[src/rtl/led_pattern_engine.sv]
`default_nettype none
// ============================================================================
// Module  : led_pattern_engine
// Brief   : Steps one of four LED patterns on each synchronised step_in rise.
// Revision: 1.0 - initial release
// ============================================================================
module led_pattern_engine #(
    parameter int NUM_LEDS = 8
) (
    input  logic                clk_in,
    input  logic                rst,
    input  logic                step_in,
    input  logic [1:0]          mode,
    input  logic                pause,
    output logic [NUM_LEDS-1:0] leds,
    output logic                step_pulse,
    output logic [1:0]          mode_active
);

    typedef enum logic [0:0] {
        DIR_UP   = 1'b0,
        DIR_DOWN = 1'b1
    } dir_t;

    localparam logic [1:0] c_mode_chase_l = 2'b00;
    localparam logic [1:0] c_mode_chase_r = 2'b01;
    localparam logic [1:0] c_mode_bounce  = 2'b10;

    localparam logic [NUM_LEDS-1:0] c_lsb = {{(NUM_LEDS-1){1'b0}}, 1'b1};
    localparam logic [NUM_LEDS-1:0] c_msb = {1'b1, {(NUM_LEDS-1){1'b0}}};

    logic                s1_q, s2_q, s3_q;
    logic                pulse_q;
    logic [NUM_LEDS-1:0] leds_q, leds_d;
    dir_t                dir_q, dir_d;
    logic [1:0]          mode_q, mode_d;

    always_comb begin
        leds_d = leds_q;
        dir_d  = dir_q;
        mode_d = mode_q;
        if (pulse_q && !pause) begin
            if (mode != mode_q) begin
                mode_d = mode;
                dir_d  = DIR_UP;
                case (mode)
                    c_mode_chase_l: leds_d = c_lsb;
                    c_mode_chase_r: leds_d = c_msb;
                    c_mode_bounce:  leds_d = c_lsb;
                    default:        leds_d = '0;
                endcase
            end else begin
                case (mode_q)
                    c_mode_chase_l: leds_d = {leds_q[NUM_LEDS-2:0], leds_q[NUM_LEDS-1]};
                    c_mode_chase_r: leds_d = {leds_q[0], leds_q[NUM_LEDS-1:1]};
                    c_mode_bounce: begin
                        // End bits are tested before moving so an odd state still turns around cleanly.
                        if (dir_q == DIR_UP) begin
                            if (leds_q[NUM_LEDS-1]) begin
                                leds_d = leds_q >> 1;
                                dir_d  = DIR_DOWN;
                            end else begin
                                leds_d = leds_q << 1;
                                if (leds_q[NUM_LEDS-2]) dir_d = DIR_DOWN;
                            end
                        end else begin
                            if (leds_q[0]) begin
                                leds_d = leds_q << 1;
                                dir_d  = DIR_UP;
                            end else begin
                                leds_d = leds_q >> 1;
                                if (leds_q[1]) dir_d = DIR_UP;
                            end
                        end
                    end
                    default: begin
                        // DIR_UP is the fill phase, DIR_DOWN the drain phase.
                        if (dir_q == DIR_UP) begin
                            leds_d = {leds_q[NUM_LEDS-2:0], 1'b1};
                            if (&leds_q[NUM_LEDS-2:0]) dir_d = DIR_DOWN;
                        end else begin
                            leds_d = {leds_q[NUM_LEDS-2:0], 1'b0};
                            if (leds_q[NUM_LEDS-2:0] == '0) dir_d = DIR_UP;
                        end
                    end
                endcase
            end
        end
    end

    always_ff @(posedge clk_in) begin
        if (rst) begin
            s1_q    <= 1'b0;
            s2_q    <= 1'b0;
            s3_q    <= 1'b0;
            pulse_q <= 1'b0;
            leds_q  <= c_lsb;
            dir_q   <= DIR_UP;
            mode_q  <= c_mode_chase_l;
        end else begin
            s1_q    <= step_in;
            s2_q    <= s1_q;
            s3_q    <= s2_q;
            pulse_q <= s2_q & ~s3_q;
            leds_q  <= leds_d;
            dir_q   <= dir_d;
            mode_q  <= mode_d;
        end
    end

    assign leds        = leds_q;
    assign step_pulse  = pulse_q;
    assign mode_active = mode_q;

endmodule
`default_nettype wire
[config.mk]
export PLATFORM = sky130hd
export DESIGN_NAME = led_pattern_engine
export DESIGN_NICKNAME = d
export VERILOG_FILES = /design/src/rtl/led_pattern_engine.sv
export SDC_FILE = /design/constraint.sdc
export NUM_CORES = 1
export LEC_CHECK = 0
export CAP_MARGIN = 20
export CORE_MARGIN = 1
export CORE_UTILIZATION = 55
export CTS_BUF_LIST = sky130_fd_sc_hd__clkbuf_4
export CTS_CLUSTER_SIZE = 28
export DETAILED_ROUTE_END_ITERATION = 8
export PLACE_DENSITY = 0.82
export SETUP_SLACK_MARGIN = 0.2
export SLEW_MARGIN = 40
export SYNTH_ARGS = -nofsm -noshare
export SYNTH_HDL_FRONTEND = slang
export SYNTH_SLANG_ARGS = --single-unit
[constraint.sdc]
create_clock -name clk_in -period 3.64 [get_ports clk_in]
set_clock_uncertainty 0.15 [all_clocks]
set_input_delay 0.546 -clock clk_in [delete_from_list [all_inputs] [get_ports clk_in]]
set_output_delay 0.546 -clock clk_in [all_outputs]
set_load 0.05 [all_outputs]
==> results.toml <==
[status]
outcome = "finished clean"

[sta]
fin_crit_sh = 0.6901
min_period_ns = 2.512
setup-violations-final = 0
relSlewSlack = 0.6566
holdWs_ns = 0.2371
fmax_mhz = 398.1
setup_tns_ns = 0
setup_ws_ns = 1.128
maxSlewViolCount = 0
finalHoldViolCount = 0
tightest_slew_ns = 0.5135
rsz0062_at_grt = "false"

[routing]
routedWlPerCell_um = 13.92
drt-pass1-iter-count = 4
drt_iter0_markers = 27
drcViolationCount = 0
via_count = 823
viasPerCell = 6.142
wirelength_um = 1865
drtAntennaViolNets = 0

[place]
gp_congestion = 0.8456
hpwlAfterDp_um = 1347
numPortBuffers = 16
pre_cts_ws_ns = 1.249

[logic_synthesis]
synth_fp_nets = 110
ys_seq_area_frac = 0.3433
ys_top_cells_by_area = "dfxtp_1 34%, mux2i_1 5.7%, o21ai_0 5.2%"
synth.top_cell.area_share = 0.3433
netlist_instances = 104
yosys.area.top_type = "dfxtp_1"
ys_warn_count = 0
ys_types = 37
syn_area_per_cell_um2 = 8.410
syn_area_um2 = 874.6
ys_ff_latch = 15

[floorplanning]
start_util = 0.5874
die_y_um = 41.88
die_w_um = 41.88
rows = 14
core_area_mm2 = 0.001489
io_pins = 17
die_area_mm2 = 0.001754

[grt]
grt_overflow = 0
grt.total_usage = 0.2239
grt_pass1_vias = 653
grt_first_pass_wirelength_um = 3036
antenna_found_initial = 0
grt_max_degree = 16

[setup_path]
reg2reg_from = "mode_active[1]"
slowest_delay_ns = 0.90
critical_path.top_delay_family = "buffers and inverters"
cp-start-kind = "flop"
critPathCaptureType = "primary output"
crit_start = "mode_active[0]"
path_cells = "clkdlybuf4s50_1"
arrival_ns = 1.82
critical-path-slowest-cell = "clkdlybuf4s50_1"
cp_max_fo = 13
critPathKind = "reg2out"
crit_required_ns = 2.94
crit_buf_inv = 1

[flow_run]
maxCapViolCount = 0

[pwr]
p_total_mw = 0.2906
power_density_mw_per_mm2 = 277.1
p_leak_nw = 0.3544
ir_drop_uv = 328.6

[clock_tree]
cts_tree = "done"
cts_sinks = 15
cts_root_buf = "clkbuf_4"
worstSkewPairLatency_ns = 0.29
postCtsSetupRepairBufs = 0
cts_resized = 0
clkTransAtPathRegs_ns = 0.09
ctsHoldBuffers = 0
h-tree-depth = 1
cts.path.max_buffers = 2
cts_buffers = 3

[worst_hold_path]
hp-start = "s3_q"
hold_path_class = "reg2reg"

[final_layout]
area_growth_pct = 19.89
diodes = 0
fin_nets = 125
drive_gt1_frac = 0.06780
## cell usage in the layout, fill, tap and decap left out, drive strengths merged, types with 2 or more instances in the layout
cell type / netlist / layout
o31ai: 3 / 3
clkdlybuf4s50: 0 / 16
a2111oi: 2 / 2
clkbuf: 2 / 3
dfxtp: 15 / 15
inv: 4 / 4
a21o: 2 / 2
a221oi: 2 / 2
o21ai: 10 / 10
nor3: 2 / 2
nand2b: 2 / 2
mux2i: 5 / 5
nor2: 5 / 5
nand2: 11 / 11
a21oi: 7 / 7
o2111ai: 2 / 2
nor2b: 7 / 7
nand3b: 4 / 4
## power by group
group | internal (mW) | switching [mW] | total (mW) | leakage, nW
sequential | 0.166 | 0.00240 | 0.169 | 0.121
combinational | 0.0121 | 0.0141 | 0.0263 | 0.215
clock | 0.0409 | 0.0549 | 0.0957 | 0.0177
total | 0.219 | 0.0714 | 0.291 | 0.354
## layout make-up
cell class | count | area [um^2]
timing repair buffer | 16 | 160.2
tap | 16 | 20.02
clock buffer | 3 | 22.52
multi-input combinational | 79 | 525.5
sequential | 15 | 300.3
fill | 128 | 440.4
inverter | 4 | 15.01
clock inverter | 1 | 5.005
## Yosys cell counts
master,instances
o2111ai_1,2
a21oi_1,7
o31ai_4,1
nor3_1,2
nand3b_1,4
clkbuf_1,2
xor2_1,1
buf_6,1
a2111oi_4,1
a21boi_0,1
nand2_1,11
nor4_1,1
a2111oi_0,1
nor2_1,5
o21ai_0,9
xnor2_1,1
and2_1,1
buf_2,3
nor2b_1,7
or2_2,1
nand2b_1,2
o32ai_1,1
a21bo_2,1
nor3b_1,1
and2b_1,1
dfxtp_1,15
o31ai_1,2
nand4_1,1
a221oi_1,2
inv_1,4
a21o_1,2
or4_1,1
o21ai_1,1
o31a_1,1
mux2i_1,5
nand3_1,1
a31oi_1,1
## layer usage
layer	part of all wire	vias to the layer above	wire, um	global-route usage
li1	-	405	-	-
met1	0.47	379	871	0.3370
met2	0.45	35	836	0.3094
met3	0.061	4	113	0.02609
met4	0.023	0	43	0.1161
met5	0	-	0	0
## registers in the layout, indices dropped and copies added, names as in the netlist
signal	count
step_pulse	1
s2_q	1
s1_q	1
s3_q	1
mode_active	2
leds	8
dir_q	1
## logic make-up (layout without fill, tap and decap cells)
| family | count (synthesis) | in the layout | synth area share |
|---|---|---|---|
| buffers and inverters | 10 | 24 | 0.05579 |
| XOR/XNOR | 2 | 2 | 0.02003 |
| AO/OA/AOI/OAI | 33 | 33 | 0.2847 |
| multiplexers | 5 | 5 | 0.05723 |
| flip-flops | 15 | 15 | 0.3433 |
| AND/OR/NAND/NOR | 39 | 39 | 0.2389 |
## path summary, 6_finish.rpt
check,slack (ns),to,cells after the start
min reg2reg,0.24,step_pulse,1
max,1.13,mode_active[0],1
max reg2reg,1.80,leds[5],4
min,0.24,step_pulse,1
## metrics by stage
stage	area [um^2]	utilization	cells
final	1049	0.7042	134
after detailed placement	1021	0.6857	130
after CTS	1049	0.7042	134
after floorplan	874.6	-	104
after global routing	1049	0.7042	134
after global placement	1021	0.6857	130
No activity file was read; power rests on OpenSTA's default activity.
